**src/rtl/int_request_ctrl.sv**
```systemverilog
// int_request_ctrl: CPU interrupt requester with sync/edge detect, pending latch, priority pick and ack/done handshake.
// Optional source masking via `define INT_MASK_EN (adds IRQ_MASK). A line already high at reset release is counted as a rise.
module int_request_ctrl #(
  parameter int NUM_SRC = 4,
  parameter int VEC_W   = (NUM_SRC > 1) ? $clog2(NUM_SRC) : 1
) (
  input  logic               CLK,
  input  logic               RST_N,
  input  logic [NUM_SRC-1:0] IRQ_IN,
  input  logic               I_EN,
  input  logic               INT_ACK,
  input  logic               INT_DONE,
`ifdef INT_MASK_EN
  input  logic [NUM_SRC-1:0] IRQ_MASK,
`endif
  output logic               INTR,
  output logic [VEC_W-1:0]   INT_VEC,
  output logic [NUM_SRC-1:0] PENDING,
  output logic               IN_SERVICE
);
  typedef enum logic [1:0] {IDLE, REQ, SERVICE} state_t;
  state_t state_q, state_d;
  logic [NUM_SRC-1:0] sync1_q, sync2_q, prev_q, pending_q, pending_d, rise, elig, clr;
  logic intr_q, intr_d, svc_q, svc_d, win_vld;
  logic [VEC_W-1:0] vec_q, vec_d, win_idx;
  assign rise = sync2_q & ~prev_q;
`ifdef INT_MASK_EN
  assign elig = pending_q & IRQ_MASK;
`else
  assign elig = pending_q;
`endif
  assign win_vld = |elig;
  always_comb begin
    win_idx = '0;
    for (int i = NUM_SRC - 1; i >= 0; i--)
      if (elig[i]) win_idx = VEC_W'(i);
  end
  always_comb begin
    state_d = state_q;
    intr_d  = intr_q;
    vec_d   = vec_q;
    svc_d   = svc_q;
    clr     = '0;
    case (state_q)
      IDLE:
        if (win_vld && I_EN) begin
          state_d = REQ;
          intr_d  = 1'b1;
          vec_d   = win_idx;
        end
      REQ:
        if (INT_ACK) begin
          state_d = SERVICE;
          intr_d  = 1'b0;
          svc_d   = 1'b1;
          clr     = NUM_SRC'(1) << vec_q;
        end else if (!I_EN) begin
          state_d = IDLE;
          intr_d  = 1'b0;
        end
      SERVICE:
        if (INT_DONE) begin
          state_d = IDLE;
          svc_d   = 1'b0;
        end
      default: state_d = IDLE;
    endcase
    // a fresh edge in the ack cycle survives the clear
    pending_d = (pending_q & ~clr) | rise;
  end
  always_ff @(posedge CLK or negedge RST_N) begin
    if (!RST_N) begin
      sync1_q   <= '0;
      sync2_q   <= '0;
      prev_q    <= '0;
      pending_q <= '0;
      state_q   <= IDLE;
      intr_q    <= 1'b0;
      vec_q     <= '0;
      svc_q     <= 1'b0;
    end else begin
      sync1_q   <= IRQ_IN;
      sync2_q   <= sync1_q;
      prev_q    <= sync2_q;
      pending_q <= pending_d;
      state_q   <= state_d;
      intr_q    <= intr_d;
      vec_q     <= vec_d;
      svc_q     <= svc_d;
    end
  end
  assign INTR       = intr_q;
  assign INT_VEC    = vec_q;
  assign PENDING    = pending_q;
  assign IN_SERVICE = svc_q;
endmodule
```
**config.mk**
```make
export PLATFORM = sky130hd
export DESIGN_NAME = int_request_ctrl
export DESIGN_NICKNAME = d
export VERILOG_FILES = /design/src/rtl/int_request_ctrl.sv
export SDC_FILE = /design/constraint.sdc
export NUM_CORES = 1
export LEC_CHECK = 0
export CAP_MARGIN = 25
export CORE_MARGIN = 2
export CORE_UTILIZATION = 38
export DETAILED_ROUTE_END_ITERATION = 7
export PLACE_DENSITY = 0.72
export SYNTH_ARGS = -nofsm -noshare
export SYNTH_HDL_FRONTEND = slang
export SYNTH_SLANG_ARGS = --single-unit
```
**constraint.sdc**
```tcl
create_clock -name CLK -period 1.16 [get_ports CLK]
set_input_delay 0.29 -clock CLK [delete_from_list [all_inputs] [get_ports CLK]]
set_output_delay 0.29 -clock CLK [all_outputs]
set_load 0.005 [all_outputs]
```
### Word level (Yosys, flattened, before mapping)

Cells that the tools add are included.

* register bits: 22
* input port bits: 9
* output and inout port bits: 8
* logic and storage cells: 47

* equal/unequal tests: 6
* shifts and indexed selects: 1
* multiplexer cells: 18
* bitwise gates (word level): 5
* reduce and logical (&&, ||, !) cells: 9

Operators by type and width (number)
* $mux W2: 8
* $reduce_and A3 Y1: 3
* $and A4 B4 Y4: 2
* $mux W4: 2
* $not A4 Y4: 2
* $ne A2 B2 Y1 const B: 3
* $pmux W2 S3: 1
* $mux W1: 5
* $or A4 B4 Y4: 1
* $pmux W1 S2: 2
* $reduce_bool A2 Y1: 2
* $reduce_or A4 Y1: 1
* $shl A1 B2 Y4 const A: 1
* $ne A3 B3 Y1 const B: 1
* $eq A2 B1 Y1 const B: 1
* $eq A2 B2 Y1 const B: 1
* $logic_not A2 Y1: 1
* $reduce_and A2 Y1: 1
* $logic_and A1 B1 Y1: 1

### Longest topological paths before layout

* depth after elaboration: 6
* mapped depth: 4
* gate-level depth less buffers: 3

### Worst setup path after synthesis

Ideal clock, no wire load.

* path type: flip-flop to flip-flop
* start: register pending_q[2] (netlist: PENDING[2])
* end: register intr_q (netlist: INTR)
* library setup time: 0.125 ns
* arrival: 1.159 ns
* required time: 1.035 ns
* setup slack: -0.124 ns
* stages on the path, launching flop included: 4
* path buffers: 0
* clock period less this slack: 1.284 ns
* path through: dfrtp_1 -> or4_4 -> a31oi_1 -> o21ai_1

* word-level cells in the longest chain between the ends: 4

Ends and longest elaborated chain
* start, declared: line 23 `logic [NUM_SRC-1:0] sync1_q, sync2_q, prev_q, pending_q, pending_d, rise, elig, clr;`
* start signal, assigned: line 85 `pending_q <= pending_d;`
* $reduce_or A4 Y1: line 32 `assign win_vld = |elig;`
* $logic_and A1 B1 Y1: line 46 `if (win_vld && I_EN) begin`
* $ne A2 B2 Y1 (no line)
* $reduce_and A3 Y1 (no line)
* end signal, assigned: line 87 `intr_q <= intr_d;`
* end, declared: line 24 `logic intr_q, intr_d, svc_q, svc_d, win_vld;`

Every way passes these cells.
A chain may end at the register's enable or synchronous reset.

### Worst setup path after layout

* start: register pending_q[0] (netlist: PENDING[0])
* end: register intr_q (netlist: INTR)

The elaborated chain is that of the path after synthesis.

==> run metrics <==
status=finished, violations left; failing checks=negative setup slack; final worst path period need=1.40 ns; Initial Utilization=39.7%; most common cell after layout, fill and taps aside=dfrtp_1; n_diodes=0; Req. time, crit path=1.35 ns; crit end category=register; Total Routing Usage GR=15.8%; CP Class=reg -> reg; reg2reg start=PENDING[0]; vias per inst=4.88; CTS tree=built; total grt overflow=0; Synth Area per Inst=13.1 um^2; vias in the first global route=647; CP Data Arrival Time=1.58 ns; hpwl dp=1.09 mm; Post-Layout Cell Count=129; die area=2400 um^2; dpl ws=-0.364 ns; RSZ-0062 raised after global routing=yes; VDD IR-drop max=1120 uV; drt first pass iters=4; Seq/Total Area, Yosys=71.4%; HP Class=in -> async; maximum clock rate=716 MHz; Synth Net Count=68; commonest cells after routing, fill and taps aside=dfrtp_1 (22), buf_4 (16), buf_6 (10); Fin. Hold Viols=0; layout cells sized above 1=42.2%; CTS Hold Bufs=0; Setup violations, final=6; CTS buffer count=3; RD Place Congestion=0.817; setup slack, reg-to-reg=-0.24 ns; Power Total=1.85 mW; Final Skew=0.00455 ns; Sink Count=22; Routed WL=1.72 mm; max-cap violations=0; Power per Cell Area=1510 nW/um^2; largest net degree at the start of global routing=23; Seq cells post-synth=22; Clk pin slew, worst setup/hold paths=0.11 ns; Max clock buf depth=2; mapped cell area=771 um^2; Unique masters post-synth=20; Die Y-Extent=49.0 um; root buf cell=clkbuf_4; Leak=0.561 nW; Yosys warnings=0; post-route setup slack=-0.237 ns; Nets=113; Final Util=63.0%; DP Cell Count=115; initial antenna violation count=0; H-tree depth=1; antenna-violating nets left=0; first-pass GRT wire length=2.79 mm; CORE AREA=1940 um^2; wire length per cell=13.4 um; DR vias=629; Relative slew margins=79.6%; Site Rows=16; # IOs=17; Syn Inst Count=59; Die X=49.0 um; Synth-to-Final Area Change=58.8%; R2R Path End=INTR; largest fanout on the critical path=2; Slew Limit Fails=0; worst-skew pair later-pin latency=0.30 ns; initial DRC count=5; Period Utilization, post-route=120%; Slew @ Worst Pin=0.304 ns; # DRC=0; reg2reg path depth=4; Port Buffers=16; crit start category=register; Fin Hold WS=0.329 ns
-- registers in the layout, summed over array words and instances, names as in the netlist --
signal and cells:
state_q 2, sync2_q 4, PENDING 4, INT_VEC 2
prev_q 4, IN_SERVICE 1, INTR 1, sync1_q 4
-- stage by stage --
step	setup TNS (ns)	instance area [um^2]
final	-0.879	1220
after global routing	-1.29	1220
after CTS	-0.760	1140
after detailed placement	-2.26	1080
after global placement	-2.08	1080
after floorplan	-0.275	771
-- where the power goes --
part	switching, mW	internal, mW
clock	0.199	0.121
sequential	0.0520	0.857
combinational	0.249	0.374
-- how the worst max path moves through the flow --
stage                     from          to
floorplan           PENDING[2]        INTR
global placement       INT_ACK  PENDING[2]
detailed placement     INT_ACK  PENDING[2]
CTS                 PENDING[0]        INTR
global route        PENDING[0]        INTR
finish              PENDING[0]        INTR
-- synth_stat cells --
master	instances	area share [%]
a21oi_1	3	1.9
a22o_2	1	1.3
a31oi_1	1	0.81
and2b_2	1	1.1
clkbuf_2	1	0.65
dfrtp_1	22	71
inv_1	6	2.9
nand2_1	2	0.97
nand3b_1	1	0.97
nand4b_1	1	1.1
nor2_1	1	0.49
nor2b_1	1	0.81
nor3b_1	1	0.97
o2111a_1	1	1.5
o21a_1	3	2.9
o21ai_0	8	5.2
o21ai_1	1	0.65
o31ai_1	2	1.9
or3_1	1	0.81
or4_4	1	1.5
-- critical path, stage by stage (launching register included) --
cell and delay (ns):
dfrtp_1 0.40, buf_6 0.12, or4_4 0.55, a31oi_4 0.15, o21ai_2 0.08
-- layout make-up --
cell class,count,area (um^2)
Fill cell,155,718
Sequential cell,22,551
Timing Repair Buffer,41,369
Multi-Input combinational cell,30,225
Clock buffer,3,22.5
Tap cell,27,33.8
Inverter,6,22.5
-- cell families (layout without fill, tap and decap cells) --
family / count (synthesis) / in the layout / synth area share [%]
simple gates: 10 / 10 / 8.77
flops: 22 / 22 / 71.4
compound gates: 20 / 20 / 16.2
buf+inv: 7 / 50 / 3.57
-- layer usage --
metal | vias to the layer above | GRT usage, % | share of wire, %
li1 | 297 | - | -
met1 | 304 | 18.0 | 41
met2 | 20 | 25.6 | 50
met3 | 8 | 3.07 | 4.2
met4 | 0 | 13.3 | 4.4
met5 | - | 0 | 0
-- timing repair --
item                                    in CTS  in global routing
resized for setup                           31                 18
pin swaps                                    3                  4
endpoints found under the setup margin      12                 11
cloned                                       0                  0
buffers inserted                             9                  4
Power figures use the tool's default switching activity.
